$ cat src/rtl/status_frame_rx_if.sv
// Byte stream from the UART receiver and the decoded frame result.
// master: the UART/host side; slave: the status frame receiver.
interface status_frame_rx_if #(
  parameter int PAYLOAD_BYTES = 24
);
  logic                         rx_data_ready;
  logic [7:0]                   rx_data;
  logic                         frame_valid;
  logic [7:0]                   frame_motor;
  logic [PAYLOAD_BYTES*8-1:0]   frame_payload;

  modport master (
    output rx_data_ready, rx_data,
    input  frame_valid, frame_motor, frame_payload
  );

  modport slave (
    input  rx_data_ready, rx_data,
    output frame_valid, frame_motor, frame_payload
  );
endinterface

$ cat src/rtl/status_frame_rx.sv
// Status frame receiver: hunts for a 32-bit magic word in the UART byte
// stream, collects motor ID + payload + CRC-16 (poly 0x8005, init FFFF,
// MSB first), then validates the frame and updates per-motor error codes
// and saturating event counters.
// Optional feature: define STATUS_RX_TIMEOUT_EN to abandon a frame when the
// gap between bytes exceeds TIMEOUT_BYTES character times.
module status_frame_rx #(
  parameter int          NUMBER_OF_MOTORS = 6,
  parameter int          PAYLOAD_BYTES    = 24,
  parameter logic [31:0] MAGIC_NUMBER     = 32'h1CEB00DA,
  parameter int          CLK_FREQ_HZ      = 50_000_000,
  parameter int          BAUDRATE         = 115200,
  parameter int          TIMEOUT_BYTES    = 4
) (
  input  logic                          clk,
  input  logic                          rst_n,
  status_frame_rx_if.slave              bus,
  output logic [NUMBER_OF_MOTORS*8-1:0] error_code,
  output logic [15:0]                   ok_count,
  output logic [15:0]                   crc_err_count,
  output logic [15:0]                   id_err_count,
  output logic [15:0]                   timeout_count
);

  localparam int PW = PAYLOAD_BYTES * 8;
  localparam int EW = NUMBER_OF_MOTORS * 8;
  localparam logic [6:0] IDX_LAST_PAY = 7'(PAYLOAD_BYTES);
  localparam logic [6:0] IDX_CRC_HI   = 7'(PAYLOAD_BYTES + 1);

  localparam logic [7:0] CODE_OK      = 8'd0;
  localparam logic [7:0] CODE_CRC     = 8'd2;

  // Reject parameter sets the datapath widths cannot represent.
  if (NUMBER_OF_MOTORS < 1 || NUMBER_OF_MOTORS > 255 ||
      PAYLOAD_BYTES < 1 || PAYLOAD_BYTES > 64 ||
      BAUDRATE < 1 || CLK_FREQ_HZ < BAUDRATE * 10 || TIMEOUT_BYTES < 1) begin : g_bad_params
    $error("status_frame_rx: parameter out of range");
  end

  typedef enum logic [1:0] {HUNT, RECEIVE, CHECK} state_e;

  state_e        state_q, state_d;
  logic          rdy_q, rdy_d;
  logic [31:0]   shift_q, shift_d;
  logic [15:0]   crc_q, crc_d;
  logic [6:0]    idx_q, idx_d;
  logic [7:0]    motor_q, motor_d;
  logic [PW-1:0] pay_q, pay_d;
  logic [15:0]   rx_crc_q, rx_crc_d;
  logic          last_q, last_d;
  logic          valid_q, valid_d;
  logic [7:0]    out_motor_q, out_motor_d;
  logic [PW-1:0] out_pay_q, out_pay_d;
  logic [EW-1:0] err_q, err_d;
  logic [15:0]   ok_q, ok_d;
  logic [15:0]   crc_cnt_q, crc_cnt_d;
  logic [15:0]   id_cnt_q, id_cnt_d;
  logic          accept;
  logic          id_ok;

`ifdef STATUS_RX_TIMEOUT_EN
  localparam logic [31:0] TIMEOUT_CYCLES = 32'(CLK_FREQ_HZ / BAUDRATE * 10 * TIMEOUT_BYTES);
  localparam logic [7:0]  CODE_TIMEOUT   = 8'd3;
  logic [31:0] timer_q, timer_d;
  logic [15:0] tout_q, tout_d;
`endif

  // One serial CRC step per received byte, MSB first.
  function automatic logic [15:0] crc_step(input logic [15:0] crc, input logic [7:0] data);
    logic [15:0] c;
    logic        fb;
    c = crc;
    for (int i = 7; i >= 0; i--) begin
      fb = c[15] ^ data[i];
      c  = {c[14:0], 1'b0};
      if (fb) c = c ^ 16'h8005;
    end
    return c;
  endfunction

  function automatic logic [15:0] sat_inc(input logic [15:0] v);
    return (v == 16'hFFFF) ? v : v + 16'd1;
  endfunction

  // Writes a code into the byte of the given motor; out-of-range IDs match nothing.
  function automatic logic [EW-1:0] set_err(input logic [EW-1:0] e, input logic [7:0] id,
                                            input logic [7:0] code);
    logic [EW-1:0] r;
    r = e;
    for (int m = 0; m < NUMBER_OF_MOTORS; m++) begin
      if (id == 8'(m)) r[m*8 +: 8] = code;
    end
    return r;
  endfunction

  assign accept = bus.rx_data_ready & ~rdy_q;
  assign id_ok  = ({1'b0, motor_q} < 9'(NUMBER_OF_MOTORS));

  // Next-state logic: magic hunt, byte collection, and frame validation.
  always_comb begin
    state_d     = state_q;
    rdy_d       = bus.rx_data_ready;
    shift_d     = shift_q;
    crc_d       = crc_q;
    idx_d       = idx_q;
    motor_d     = motor_q;
    pay_d       = pay_q;
    rx_crc_d    = rx_crc_q;
    last_d      = last_q;
    valid_d     = 1'b0;
    out_motor_d = out_motor_q;
    out_pay_d   = out_pay_q;
    err_d       = err_q;
    ok_d        = ok_q;
    crc_cnt_d   = crc_cnt_q;
    id_cnt_d    = id_cnt_q;
`ifdef STATUS_RX_TIMEOUT_EN
    timer_d     = timer_q;
    tout_d      = tout_q;
`endif
    case (state_q)
      HUNT: begin
        if (accept) begin
          shift_d = {shift_q[23:0], bus.rx_data};
          if (shift_d == MAGIC_NUMBER) begin
            state_d = RECEIVE;
            crc_d   = 16'hFFFF;
            idx_d   = 7'd0;
            last_d  = 1'b0;
`ifdef STATUS_RX_TIMEOUT_EN
            timer_d = 32'd0;
`endif
          end
        end
      end
      RECEIVE: begin
        if (last_q) begin
          state_d = CHECK;
          last_d  = 1'b0;
        end else if (accept) begin
          idx_d = idx_q + 7'd1;
`ifdef STATUS_RX_TIMEOUT_EN
          timer_d = 32'd0;
`endif
          if (idx_q == 7'd0) begin
            motor_d = bus.rx_data;
            crc_d   = crc_step(crc_q, bus.rx_data);
          end else if (idx_q <= IDX_LAST_PAY) begin
            pay_d = (pay_q << 8) | PW'(bus.rx_data);
            crc_d = crc_step(crc_q, bus.rx_data);
          end else if (idx_q == IDX_CRC_HI) begin
            rx_crc_d[15:8] = bus.rx_data;
          end else begin
            rx_crc_d[7:0] = bus.rx_data;
            last_d        = 1'b1;
          end
        end
`ifdef STATUS_RX_TIMEOUT_EN
        else begin
          timer_d = timer_q + 32'd1;
          if (timer_d >= TIMEOUT_CYCLES) begin
            state_d = HUNT;
            shift_d = 32'd0;
            timer_d = 32'd0;
            tout_d  = sat_inc(tout_q);
            if (idx_q != 7'd0) err_d = set_err(err_q, motor_q, CODE_TIMEOUT);
          end
        end
`endif
      end
      CHECK: begin
        state_d = HUNT;
        crc_d   = 16'hFFFF;
        idx_d   = 7'd0;
        shift_d = accept ? {24'd0, bus.rx_data} : 32'd0;
        if (shift_d == MAGIC_NUMBER) state_d = RECEIVE;
        if (rx_crc_q == crc_q) begin
          if (id_ok) begin
            valid_d     = 1'b1;
            out_motor_d = motor_q;
            out_pay_d   = pay_q;
            err_d       = set_err(err_q, motor_q, CODE_OK);
            ok_d        = sat_inc(ok_q);
          end else begin
            id_cnt_d = sat_inc(id_cnt_q);
          end
        end else begin
          crc_cnt_d = sat_inc(crc_cnt_q);
          err_d     = set_err(err_q, motor_q, CODE_CRC);
        end
      end
      default: state_d = HUNT;
    endcase
  end

  // State and output registers with asynchronous active-low reset.
  always_ff @(posedge clk or negedge rst_n) begin
    if (!rst_n) begin
      state_q     <= HUNT;
      rdy_q       <= 1'b0;
      shift_q     <= 32'd0;
      crc_q       <= 16'hFFFF;
      idx_q       <= 7'd0;
      motor_q     <= 8'd0;
      pay_q       <= '0;
      rx_crc_q    <= 16'd0;
      last_q      <= 1'b0;
      valid_q     <= 1'b0;
      out_motor_q <= 8'd0;
      out_pay_q   <= '0;
      err_q       <= '0;
      ok_q        <= 16'd0;
      crc_cnt_q   <= 16'd0;
      id_cnt_q    <= 16'd0;
`ifdef STATUS_RX_TIMEOUT_EN
      timer_q     <= 32'd0;
      tout_q      <= 16'd0;
`endif
    end else begin
      state_q     <= state_d;
      rdy_q       <= rdy_d;
      shift_q     <= shift_d;
      crc_q       <= crc_d;
      idx_q       <= idx_d;
      motor_q     <= motor_d;
      pay_q       <= pay_d;
      rx_crc_q    <= rx_crc_d;
      last_q      <= last_d;
      valid_q     <= valid_d;
      out_motor_q <= out_motor_d;
      out_pay_q   <= out_pay_d;
      err_q       <= err_d;
      ok_q        <= ok_d;
      crc_cnt_q   <= crc_cnt_d;
      id_cnt_q    <= id_cnt_d;
`ifdef STATUS_RX_TIMEOUT_EN
      timer_q     <= timer_d;
      tout_q      <= tout_d;
`endif
    end
  end

  assign bus.frame_valid   = valid_q;
  assign bus.frame_motor   = out_motor_q;
  assign bus.frame_payload = out_pay_q;
  assign error_code        = err_q;
  assign ok_count          = ok_q;
  assign crc_err_count     = crc_cnt_q;
  assign id_err_count      = id_cnt_q;
`ifdef STATUS_RX_TIMEOUT_EN
  assign timeout_count     = tout_q;
`else
  assign timeout_count     = 16'd0;
`endif

endmodule

$ cat src/flat_wrapper.sv
// flat-port wrapper written by rule: the top's interface ports become plain ports
module status_frame_rx_flat 
#(
  parameter int          NUMBER_OF_MOTORS = 6,
  parameter int          PAYLOAD_BYTES    = 24,
  parameter logic [31:0] MAGIC_NUMBER     = 32'h1CEB00DA,
  parameter int          CLK_FREQ_HZ      = 50_000_000,
  parameter int          BAUDRATE         = 115200,
  parameter int          TIMEOUT_BYTES    = 4
)
  (clk, rst_n, error_code, ok_count, crc_err_count, id_err_count, timeout_count, bus_rx_data_ready, bus_rx_data, bus_frame_valid, bus_frame_motor, bus_frame_payload);
  status_frame_rx_if #(.PAYLOAD_BYTES(PAYLOAD_BYTES)) bus_i ();
  input  logic clk;
  input  logic rst_n;
  output logic [NUMBER_OF_MOTORS*8-1:0] error_code;
  output logic [15:0] ok_count;
  output logic [15:0] crc_err_count;
  output logic [15:0] id_err_count;
  output logic [15:0] timeout_count;
  input wire logic [$bits(bus_i.rx_data_ready)-1:0] bus_rx_data_ready;
  input wire logic [$bits(bus_i.rx_data)-1:0] bus_rx_data;
  output wire logic [$bits(bus_i.frame_valid)-1:0] bus_frame_valid;
  output wire logic [$bits(bus_i.frame_motor)-1:0] bus_frame_motor;
  output wire logic [$bits(bus_i.frame_payload)-1:0] bus_frame_payload;
  assign bus_i.rx_data_ready = bus_rx_data_ready;
  assign bus_i.rx_data = bus_rx_data;
  assign bus_frame_valid = bus_i.frame_valid;
  assign bus_frame_motor = bus_i.frame_motor;
  assign bus_frame_payload = bus_i.frame_payload;
  status_frame_rx #(.NUMBER_OF_MOTORS(NUMBER_OF_MOTORS), .PAYLOAD_BYTES(PAYLOAD_BYTES), .MAGIC_NUMBER(MAGIC_NUMBER), .CLK_FREQ_HZ(CLK_FREQ_HZ), .BAUDRATE(BAUDRATE), .TIMEOUT_BYTES(TIMEOUT_BYTES)) u_core (.clk(clk), .rst_n(rst_n), .bus(bus_i), .error_code(error_code), .ok_count(ok_count), .crc_err_count(crc_err_count), .id_err_count(id_err_count), .timeout_count(timeout_count));
endmodule
$ cat config.mk
export PLATFORM = sky130hd
export DESIGN_NAME = status_frame_rx_flat
export DESIGN_NICKNAME = d
export VERILOG_FILES = /design/src/rtl/status_frame_rx_if.sv /design/src/rtl/status_frame_rx.sv /design/src/flat_wrapper.sv
export SDC_FILE = /design/constraint.sdc
export NUM_CORES = 1
export LEC_CHECK = 0
export CAP_MARGIN = 30
export CORE_MARGIN = 2
export CORE_UTILIZATION = 45
export CTS_BUF_LIST = sky130_fd_sc_hd__clkbuf_8
export DETAILED_ROUTE_END_ITERATION = 8
export PLACE_DENSITY = 0.67
export SLEW_MARGIN = 10
export SYNTH_ARGS = -nofsm -noshare
export SYNTH_HDL_FRONTEND = slang
export SYNTH_SLANG_ARGS = --single-unit
export TNS_END_PERCENT = 100
$ cat constraint.sdc
create_clock -name clk -period 3.7 [get_ports clk]
set_input_delay 0.37 -clock clk [delete_from_list [all_inputs] [get_ports clk]]
set_output_delay 0.37 -clock clk [all_outputs]
set_load 0.02 [all_outputs]
# Word level (Yosys, flattened, before mapping)
# Cells that the tools add are included.
# op_classes
n_reduce_logical	31
mux	123
n_addsub	4
n_eq_ne	27
multipliers	0
order_cmp	2
bitwise_logic	42
shift	0
div	0
# op_table
operator	n
16-bit two-way mux	84
192-bit by 8-bit bitwise OR with 192-bit output	1
8-bit two-way mux	13
48-bit two-way mux	2
32-bit by 29-bit equality test with 1-bit output (second input constant)	2
16-bit by 1-bit adder with 16-bit output (second input constant)	3
16-bit equality test (second input constant)	3
16-bit case mux with 3 select lines	1
24-bit case mux with 2 select lines	1
3-bit inverter	15
4-bit AND reduction	9
7-bit two-way mux	4
24-bit two-way mux	1
7-bit case mux with 3 select lines	1
6-bit AND reduction	3
16-bit equality test	1
8-bit by 2-bit equality test with 1-bit output (second input constant)	2
8-bit by 3-bit equality test with 1-bit output (second input constant)	2
2-bit nonzero test	8
1-bit XOR	15
2-bit inequality test (second input constant)	7
3-bit AND reduction	4
1-bit two-way mux	11
2-bit by 1-bit inequality test with 1-bit output (second input constant)	5
other kinds (19)	31
# word_totals
reg_bits	564
inputBits	11
rom_bits	0
wordCells	251
memories	0
latchBits	0
ramBits	0
output_inout_bits	313

# Logic depth before layout (Yosys ltp)
# Gate-level depths: netlist of the first run.
# logic_depth
word_depth	56
mapped_depth	8
ltp_nobuf	7

# Least setup slack after synthesis of the first run
# No wires, ideal clock.
# synth_timing
path_kind	flip-flop to flip-flop
startpoint	reg u_core.motor_q[6]
endpoint	reg u_core.out_pay_q[100], in the netlist u_core.bus.frame_payload[100]
required_time_ns	3.575
t_arrival_ns	2.533
path_stages_with_launch	8
synth_period_minus_slack_ns	2.658
setup_ns	0.125
n_path_buf	3
setup_slack_ns	1.042
cell_sequence	dfrtp_1 > or4_4 > or3_1 > buf_2 > or4_4 > buf_12 > buf_12 > mux2_4
# synth_between
elab_chain_cells	2
# synth_lines
element	line_no	rtl
from (decl)	status_frame_rx.sv:47	logic [7:0] motor_q, motor_d;
from (signal assigned)	status_frame_rx.sv:225	motor_q <= motor_d;
8-bit by 3-bit < comparator with 1-bit output	status_frame_rx.sv:97	assign id_ok = ({1'b0, motor_q} < 9'(NUMBER_OF_MOTORS));
3-bit AND reduction (no source line)	--	
to (signal assigned)	status_frame_rx.sv:231	out_pay_q <= out_pay_d;
to (decl)	status_frame_rx.sv:53	logic [PW-1:0] out_pay_q, out_pay_d;
# Every way passes these cells.
# A chain may end at the register's enable or synchronous reset.

# Final worst setup path of the first run
# layout_timing
startpoint	reg u_core.motor_q[6]
endpoint	reg u_core.out_pay_q[45], in the netlist u_core.bus.frame_payload[45]
# The elaborated chain is that of the path after synthesis.

==> impl_metrics.tcl, run 1 <==
set metrics [dict create \
    drc 0 \
    nets 1775 \
    rows 81 \
    period_needed_ns 3.06 \
    synth_cell_types 55 \
    fin_crit_sh_pct 82.6 \
    cts_resized 0 \
    holdCritPathClass "primary input to flip-flop" \
    pin_count 324 \
    regArea_um2 13100 \
    holdWs_ns 0.345 \
    drv_cap 0 \
    switchingPower_mw 4.23 \
    tns_ns 0 \
    synthTopCellsByArea "dfrtp_1 (57%), mux2_4 (13%), mux2_2 (12%)" \
    gr-usage-met1_pct 24.7 \
    cp.required_ns 4.21 \
    path_clk_slew_ns 0.06 \
    vdd_drop_max_mv 0.366 \
    relSlewSlack_pct 34.0 \
    drive_gt1_share_pct 33.9 \
    cts_root_buffer "clkbuf_8" \
    post-cts-setup-buffer-count 0 \
    start_util_pct 45.3 \
    crit_fanout 65 \
    synthAdderAreaFrac_pct 0.340 \
    dp_hpwl_um 30700 \
    grt_pass1_vias 12900 \
    top_usage_layer "met2" \
    path_class "flip-flop to flip-flop" \
    p_leak_nw 13.4 \
    cts.sinks 522 \
    multiInputGateArea_um2 8180 \
    synth_top_area_share_pct 57.3 \
    fp.dieArea_um2 50900 \
    p_seq_share_pct 49.4 \
    postSynthCellCount 1429 \
    grt_use_total_pct 18.2 \
    seq_area_frac_synth_pct 59.2 \
    antenna_found_initial 0 \
    arrival_ns 3.57 \
    die_width_um 226 \
    grt_pass1_wl_um 73100 \
    cts_buffer_depth 3 \
    p_int_mw 10.9 \
    syn-cell-area_um2 22100 \
    gp_congestion 0.808 \
    fmax_ghz 0.327 \
    grt_max_degree 114 \
    powerDensity_nw_per_um2 560 \
    avgSynthCellArea_um2 15.5 \
    cp-end-kind "flip-flop" \
    dr.first_iter.drc_count 693 \
    post_drt_wl_per_cell_um 18.5 \
    synth-xor-area-share_pct 3.36 \
    synth_compound_area_share_pct 2.16 \
    async_reset_ff_share_pct 100 \
    grt_overflow 0 \
    hold_viol_final 0 \
    cts_hold_buf 1 \
    muxShareOfSynthArea_pct 25.0 \
    grt_use_met3_pct 3.54 \
    cts_inserted_buffers 89 \
    post_dp_cell_area_um2 25200 \
    clock_latency_ns 0.67 \
    wl_um 46100 \
    setup_viol 0 \
    ys_top_cells_by_count "dfrtp_1 (506), mux2_2 (227), mux2_4 (195)" \
    fin_skew_ns 0.0430 \
    die_y_um 226 \
    cts_max_level 3 \
    clkPwrFrac_pct 34.1 \
    synth_edf_count 0 \
    yosys_warnings 0 \
    postLayoutCellArea_um2 27000 \
    worstSetupStartpointType "flip-flop" \
    synth_top_family_by_area "multiplexers" \
    worstMarginPinSlew_ns 0.990 \
    io_buffer_count 265 \
    rsz0062_at_grt "false" \
    use_met2_pct 29.3 \
    status "completed" \
    final_antenna_net_count 0 \
    vias_per_cell 4.98 \
    dr.pass1.iters 5 \
    synth_simple_gate_area_share_pct 5.15 \
    ys.flop_type "dfrtp_1" \
    coreArea_um2 48700 \
    fill_cells 4000 \
    cts_tree "built" \
    fin_util_pct 55.5 \
    comb_power_share_pct 16.6 \
    p_sw_share_pct 27.9 \
    flow.area_growth_from_synthesis_pct 22.4 \
    n_antenna_cell 0 \
    num_vias 12400 \
    yosys.area.top_type "dfrtp_1" \
    ys_ff_latch 522 \
    drv_slew 0 \
    synth.most_common_cell "dfrtp_1" \
]
## layout make-up
| class | count | share of cell area (%) |
|---|---|---|
| timing repair buffer | 304 | 11.4 |
| clock inverter | 48 | 0.865 |
| inverter | 6 | 0.0833 |
| tap | 664 | 3.07 |
| multi-input combinational | 835 | 30.3 |
| clock buffer | 116 | 5.90 |
| sequential | 522 | 48.4 |
## critical path: stages, from the launching register on
cell and delay, ns:
dfrtp_1 0.38, or4_4 0.54, or3_1 0.45, or4_4 0.67, buf_12 0.23, mux2_4 0.43
## cell usage in the layout, fill, tap and decap left out, types with 4 or more instances in the layout
cell / Yosys / layout
dfstp_2: 16 / 16
dfrtp_1: 506 / 506
buf_4: 58 / 27
xnor2_1: 33 / 33
nor2_1: 15 / 15
mux2_4: 195 / 195
o22a_1: 5 / 5
clkinv_2: 0 / 14
a31oi_1: 4 / 4
conb_1: 1 / 58
nand4_1: 20 / 20
ha_1: 6 / 6
and2_1: 10 / 10
nor2b_1: 4 / 4
clkinvlp_4: 0 / 5
mux2_2: 227 / 227
clkdlybuf4s50_1: 0 / 264
nand4b_1: 6 / 6
and4_1: 5 / 5
xor2_1: 44 / 44
buf_12: 21 / 11
a22o_1: 16 / 16
nand3_1: 23 / 23
a2bb2oi_1: 11 / 11
nor3_1: 17 / 17
and3_1: 14 / 14
a21oi_1: 13 / 13
nand2b_1: 6 / 6
nand2_1: 44 / 44
nor4_1: 22 / 22
o21ai_0: 5 / 5
clkbuf_8: 0 / 116
inv_1: 6 / 32
## registers in the layout, indices dropped and copies added (netlist names)
name	count
u_core.ok_count	16
u_core.bus.frame_payload	192
u_core.crc_q	16
u_core.motor_q	8
u_core.pay_q	192
u_core.bus.frame_motor	8
u_core.error_code	6
u_core.bus.frame_valid	1
u_core.state_q	2
u_core.crc_err_count	16
u_core.last_q	1
u_core.rdy_q	1
u_core.rx_crc_q	16
u_core.id_err_count	16
u_core.shift_q	24
u_core.idx_q	7
## power groups by stage
stage	combinational, mW	clock, mW	sequential [mW]
after detailed placement	2.53	0	7.59
after global placement	2.46	0	7.55
after floorplan	2.15	0	7.22
final	2.51	5.16	7.48
after CTS	2.55	5.34	7.49
after global routing	2.75	5.60	7.62
## per-stage QoR
stage / cells / total power [mW] / setup WS, ns
floorplan: 1486 / 9.37 / 1.04
detailed placement: 2330 / 10.1 / 0.805
global route: 2495 / 16.0 / 0.645
global placement: 2330 / 10.0 / 0.802
CTS: 2495 / 15.4 / 0.769
finish: 2495 / 15.2 / 0.643
## routing by layer
metal,vias up,wire [um]
met2,302,22500
met5,-,0
met1,6401,20700
li1,5644,-
met3,67,1920
met4,0,989
## final timing paths
check                                                to  slack, ns  cells past startpoint                 startpoint
max                        u_core.bus.frame_payload[45]       0.64                      5          u_core.motor_q[6]
min                                        u_core.rdy_q       0.34                      1          bus_rx_data_ready
max reg2reg                u_core.bus.frame_payload[45]       0.64                      5          u_core.motor_q[6]
min reg2reg                   u_core.bus.frame_motor[6]       0.49                      1  u_core.bus.frame_motor[6]
max in group asynchronous        u_core.id_err_count[2]       2.24                      3                      rst_n
min in group asynchronous  u_core.bus.frame_payload[51]       0.45                      2                      rst_n
## cells by family after synthesis
kind of cell | after synthesis
compound gates | 64
mux | 425
flops | 522
buf+inv | 129
fa+ha+maj | 6
simple gates | 202
other cells | 1
xor+xnor | 80
No activity file was read; power rests on OpenSTA's default activity.
==> inputs of run 2 (changes only) <==
Settings changed: PLACE_DENSITY 0.67 to 0.7.
Clock period 3.7 ns to 2.6 ns, I/O delays scaled along.
==> impl_metrics.tcl, run 2 (synthesized netlist as in run 1, its figures left out) <==
set metrics [dict create \
    most-common-layout-cells "dfrtp_1 (506), clkdlybuf4s50_1 (264), mux2_2 (227)" \
    fp.dieArea_um2 50900 \
    path_common_cell "or4_4" \
    grt_pass1_wl_um 72200 \
    hold_viol_final 0 \
    gp_congestion 0.823 \
    p_leak_nw 13.8 \
    cts_root_buffer "clkbuf_8" \
    r2r-end "u_core.bus.frame_payload[103]" \
    holdCritPathClass "primary input to flip-flop" \
    worstMarginPinSlew_ns 0.673 \
    die_width_um 226 \
    grt_max_degree 78 \
    path_class "flip-flop to flip-flop" \
    dp_slack_ns -0.0959 \
    postLayoutCellArea_um2 27600 \
    relSlewSlack_pct 55.2 \
    dp_hpwl_um 31400 \
    drv_slew 0 \
    pin_count 324 \
    drv_cap 0 \
    cts_max_level 3 \
    clock_latency_ns 0.66 \
    start_util_pct 45.3 \
    cts_buffer_depth 3 \
    dr.first_iter.drc_count 784 \
    setup_slack_ns -0.0369 \
    rows 81 \
    crit_fanout 13 \
    fin_skew_ns 0.0340 \
    powerDensity_nw_per_um2 785 \
    crit_path_top_delay_cell "or4_4" \
    post_drt_wl_per_cell_um 18.4 \
    rsz0062_at_grt "true" \
    dr.pass1.iters 4 \
    tns_ns -2.54 \
    antenna_found_initial 0 \
    cp-end-kind "flip-flop" \
    crit_path_end "u_core.bus.frame_payload[103]" \
    wl_um 46800 \
    path_clk_slew_ns 0.06 \
    ff2ff_setup_slack_ns -0.04 \
    post_dp_cell_area_um2 25600 \
    fin_util_pct 56.7 \
    grt_overflow 0 \
    final_common_cell "dfrtp_1" \
    drc 0 \
    die_y_um 226 \
    cts.sinks 522 \
    cts_tree "built" \
    r2r_start "u_core.motor_q[6]" \
    cts_inserted_buffers 88 \
    io_buffer_count 265 \
    fmax_ghz 0.379 \
    fin_crit_sh_pct 101 \
    vias_per_cell 4.93 \
    nets 1829 \
    cp_cell_sequence "or4_4 > or3_4 > or4_4 > buf_12 > clkbuf_16 > mux2_4" \
    holdWs_ns 0.187 \
    setup_viol 156 \
    violations "negative setup slack" \
    period_needed_ns 2.64 \
    grt_pass1_vias 12800 \
    crit_path_start "u_core.motor_q[6]" \
    slowest_delay_ns 0.57 \
    drive_gt1_share_pct 35.3 \
    reg2regPathDepth 6 \
    flow.area_growth_from_synthesis_pct 25.1 \
    grt_use_total_pct 18.1 \
    num_vias 12600 \
    coreArea_um2 48700 \
    fill_cells 3886 \
    final_antenna_net_count 0 \
    worstSetupStartpointType "flip-flop" \
    vdd_drop_max_mv 0.544 \
    arrival_ns 3.17 \
    n_antenna_cell 0 \
    status "finished with violations" \
    cp.required_ns 3.13 \
]
-- run 2: area by class of cell --
class	instances	area (um2)	area share, %
clock buffers	104	1430	5.18
clock inverters	56	309	1.12
inverters	6	22.5	0.0815
multi-input cells	835	8200	29.7
flip-flops and latches	522	13100	47.4
well taps	664	831	3.01
repair buffers	359	3750	13.6
-- run 2: how the worst min path moves through the flow --
stage	from	to	slack, ns	depth (start not counted)
after floorplan	rst_n	u_core.bus.frame_motor[0]	-0.04	0
after global placement	rst_n	u_core.bus.frame_motor[4]	0.32	1
after detailed placement	rst_n	u_core.bus.frame_payload[142]	0.31	1
after CTS	bus_rx_data_ready	u_core.rdy_q	0.11	1
after global routing	bus_rx_data_ready	u_core.rdy_q	0.14	1
final	bus_rx_data_ready	u_core.rdy_q	0.19	1
-- run 2: worst max-delay path: cells and delay by family (launching register included) --
kind | cells | cell delay, ns
AND/OR/NAND/NOR | 3 | 1.44
buffers and inverters | 2 | 0.39
flip-flops | 1 | 0.37
multiplexers | 1 | 0.30
-- run 2: timing repair --
action,CTS,global route
pin swaps,0,1
setup endpoints to repair,195,189
gates cloned,0,9
buffers inserted,0,2
hold endpoints to repair,63,0
gates resized for setup,2,10
hold buffers,1,0
-- run 2: power by group --
part | leakage (nW) | internal (mW) | total [mW] | switching (mW)
logic | 5.71 | 2.29 | 3.99 | 1.70
registers | 7.04 | 9.49 | 10.6 | 1.11
clock network | 1.04 | 3.85 | 7.11 | 3.26
-- run 2: per-stage QoR --
| stage | power [mW] | cells |
|---|---|---|
| after global placement | 14.6 | 2372 |
| after CTS | 22.0 | 2534 |
| after global routing | 22.9 | 2546 |
| final | 21.7 | 2546 |
| after detailed placement | 14.7 | 2373 |
| after floorplan | 13.3 | 1486 |
-- run 2: metal layers --
layer	wire length, um	global-route usage, %	up-vias
met5	0	0	-
met4	837	5.79	0
met3	2060	4.23	67
met2	22300	28.4	281
met1	21600	24.9	6459
li1	-	-	5756
==> inputs of run 3 (changes only) <==
Settings changed: PLACE_DENSITY 0.7 to 0.67.
Clock period 2.6 ns to 3.1 ns, I/O delays scaled along.
==> impl_metrics.tcl, run 3 (synthesized netlist as in run 1, its figures left out) <==
set metrics [dict create \
    status "completed" \
    drc 0 \
    crit_path_top_delay_cell "or4_4" \
    post-cts-setup-buffer-count 0 \
    r2r-end "u_core.bus.frame_motor[2]" \
    post_dp_cell_area_um2 25300 \
    most-common-layout-cells "dfrtp_1 (506), clkdlybuf4s50_1 (264), mux2_2 (227)" \
    period_needed_ns 2.97 \
    p_leak_nw 13.5 \
    clock_latency_ns 0.66 \
    min_path_cells 1 \
    tns_ns 0 \
    cp_cell_sequence "or4_4 > or3_1 > or4_4 > buf_12 > mux2_4" \
    dp_hpwl_um 30800 \
    fill_cells 3993 \
    path_delay_family "simple AND/OR/NAND/NOR gates" \
    post_drt_wl_per_cell_um 18.5 \
    die_y_um 226 \
    antenna_found_initial 0 \
    path_common_cell "or4_4" \
    cts_tree "built" \
    arrival_ns 3.49 \
    postLayoutCellArea_um2 27100 \
    coreArea_um2 48700 \
    vias_per_cell 4.98 \
    setup_viol 0 \
    drive_gt1_share_pct 33.7 \
    gp_congestion 0.826 \
    pin_count 324 \
    worstSetupStartpointType "flip-flop" \
    reg2regPathDepth 5 \
    final_common_cell "dfrtp_1" \
    rows 81 \
    die_width_um 226 \
    grt_use_total_pct 18.2 \
    cts.sinks 522 \
    dr.first_iter.drc_count 665 \
    drv_cap 0 \
    powerDensity_nw_per_um2 669 \
    path_class "flip-flop to flip-flop" \
    fin_skew_ns 0.0262 \
    hold_end "u_core.rdy_q" \
    cts_root_buffer "clkbuf_8" \
    nets 1784 \
    cp_num_buf_inv 1 \
    io_buffer_count 265 \
    fin_crit_sh_pct 95.8 \
    n_antenna_cell 0 \
    holdCritPathClass "primary input to flip-flop" \
    grt_max_degree 119 \
    path_clk_slew_ns 0.06 \
    fp.dieArea_um2 50900 \
    min-delay-start "bus_rx_data_ready" \
    cp.required_ns 3.62 \
    r2r_start "u_core.motor_q[6]" \
    cts_resized 0 \
    cp-end-kind "flip-flop" \
    fmax_ghz 0.337 \
    cts_buffer_depth 3 \
    hold_viol_final 0 \
    rsz0062_at_grt "false" \
    crit_fanout 49 \
    grt_overflow 0 \
    num_vias 12500 \
    cts_max_level 3 \
    final_antenna_net_count 0 \
    start_util_pct 45.3 \
    grt_pass1_vias 13000 \
    drv_slew 0 \
    vdd_drop_max_mv 0.520 \
    relSlewSlack_pct 53.5 \
    wl_um 46200 \
    worstMarginPinSlew_ns 0.698 \
    dr.pass1.iters 5 \
    cts_inserted_buffers 89 \
    slowest_delay_ns 0.74 \
    flow.area_growth_from_synthesis_pct 22.8 \
    grt_pass1_wl_um 73000 \
    ff2ff_setup_slack_ns 0.13 \
]
[run 3: changes by cell type in the layout (fill, tap and decap cells not counted), sizes merged]
cell      change
inv           -4
clkinv        -6
clkinvlp      +2
buf          -40
bufinv        -1
clkbuf        +5
[run 3: power breakdown]
part | internal [mW] | switching, mW | total [mW]
logic | 1.75 | 1.32 | 3.07
registers | 7.96 | 0.950 | 8.91
clock network | 3.41 | 2.75 | 6.16
total | 13.1 | 5.02 | 18.1
[run 3: area by class of cell]
class                   instances  area, um2  area share, %
clock inverters                47        241          0.890
inverters                       6       22.5         0.0830
multi-input cells             835       8180           30.2
flip-flops and latches        522      13100           48.2
repair buffers                313       3180           11.7
clock buffers                 115       1580           5.83
well taps                     664        831           3.06
[run 3: worst max-delay path by stage]
stage / slack, ns / start / cells past startpoint / end
global route: 0.07 / u_core.motor_q[6] / 5 / u_core.bus.frame_payload[2]
detailed placement: 0.18 / u_core.motor_q[6] / 5 / u_core.bus.frame_payload[3]
floorplan: 0.44 / u_core.motor_q[6] / 7 / u_core.bus.frame_payload[100]
finish: 0.13 / u_core.motor_q[6] / 5 / u_core.bus.frame_motor[2]
CTS: 0.16 / u_core.motor_q[6] / 5 / u_core.bus.frame_payload[2]
global placement: 0.23 / u_core.motor_q[6] / 5 / u_core.bus.frame_payload[3]
[run 3: repair_timing]
| action | CTS | global route |
|---|---|---|
| endpoints found under the setup margin | 0 | 0 |
| endpoints found under the hold margin | 53 | 0 |
| hold buffers | 1 | 0 |
[run 3: per-layer routing]
metal  global-route usage, %  wire length [um]  up-vias  share of wire (%)
met5                       0                 0        -                  0
met4                    6.60              1110        0                2.4
met3                    3.97              1820       86                3.9
met2                    29.3             22400      272                 48
met1                    24.5             20900     6422                 45
li1                        -                 -     5676                  -
[run 3: metrics by stage]
step           hold slack [ns]  setup slack [ns]  power, mW  utilization, %  instances
2_1_floorplan           0.0144             0.442       11.2               -       1486
3_3_place_gp             0.383             0.235       12.0            51.8       2338
3_5_place_dp             0.379             0.175       12.1            51.8       2338
4_1_cts                  0.150             0.160       18.4            55.6       2501
5_1_grt                  0.160            0.0718       19.1            55.6       2502
6_report                 0.218             0.130       18.1            55.6       2502
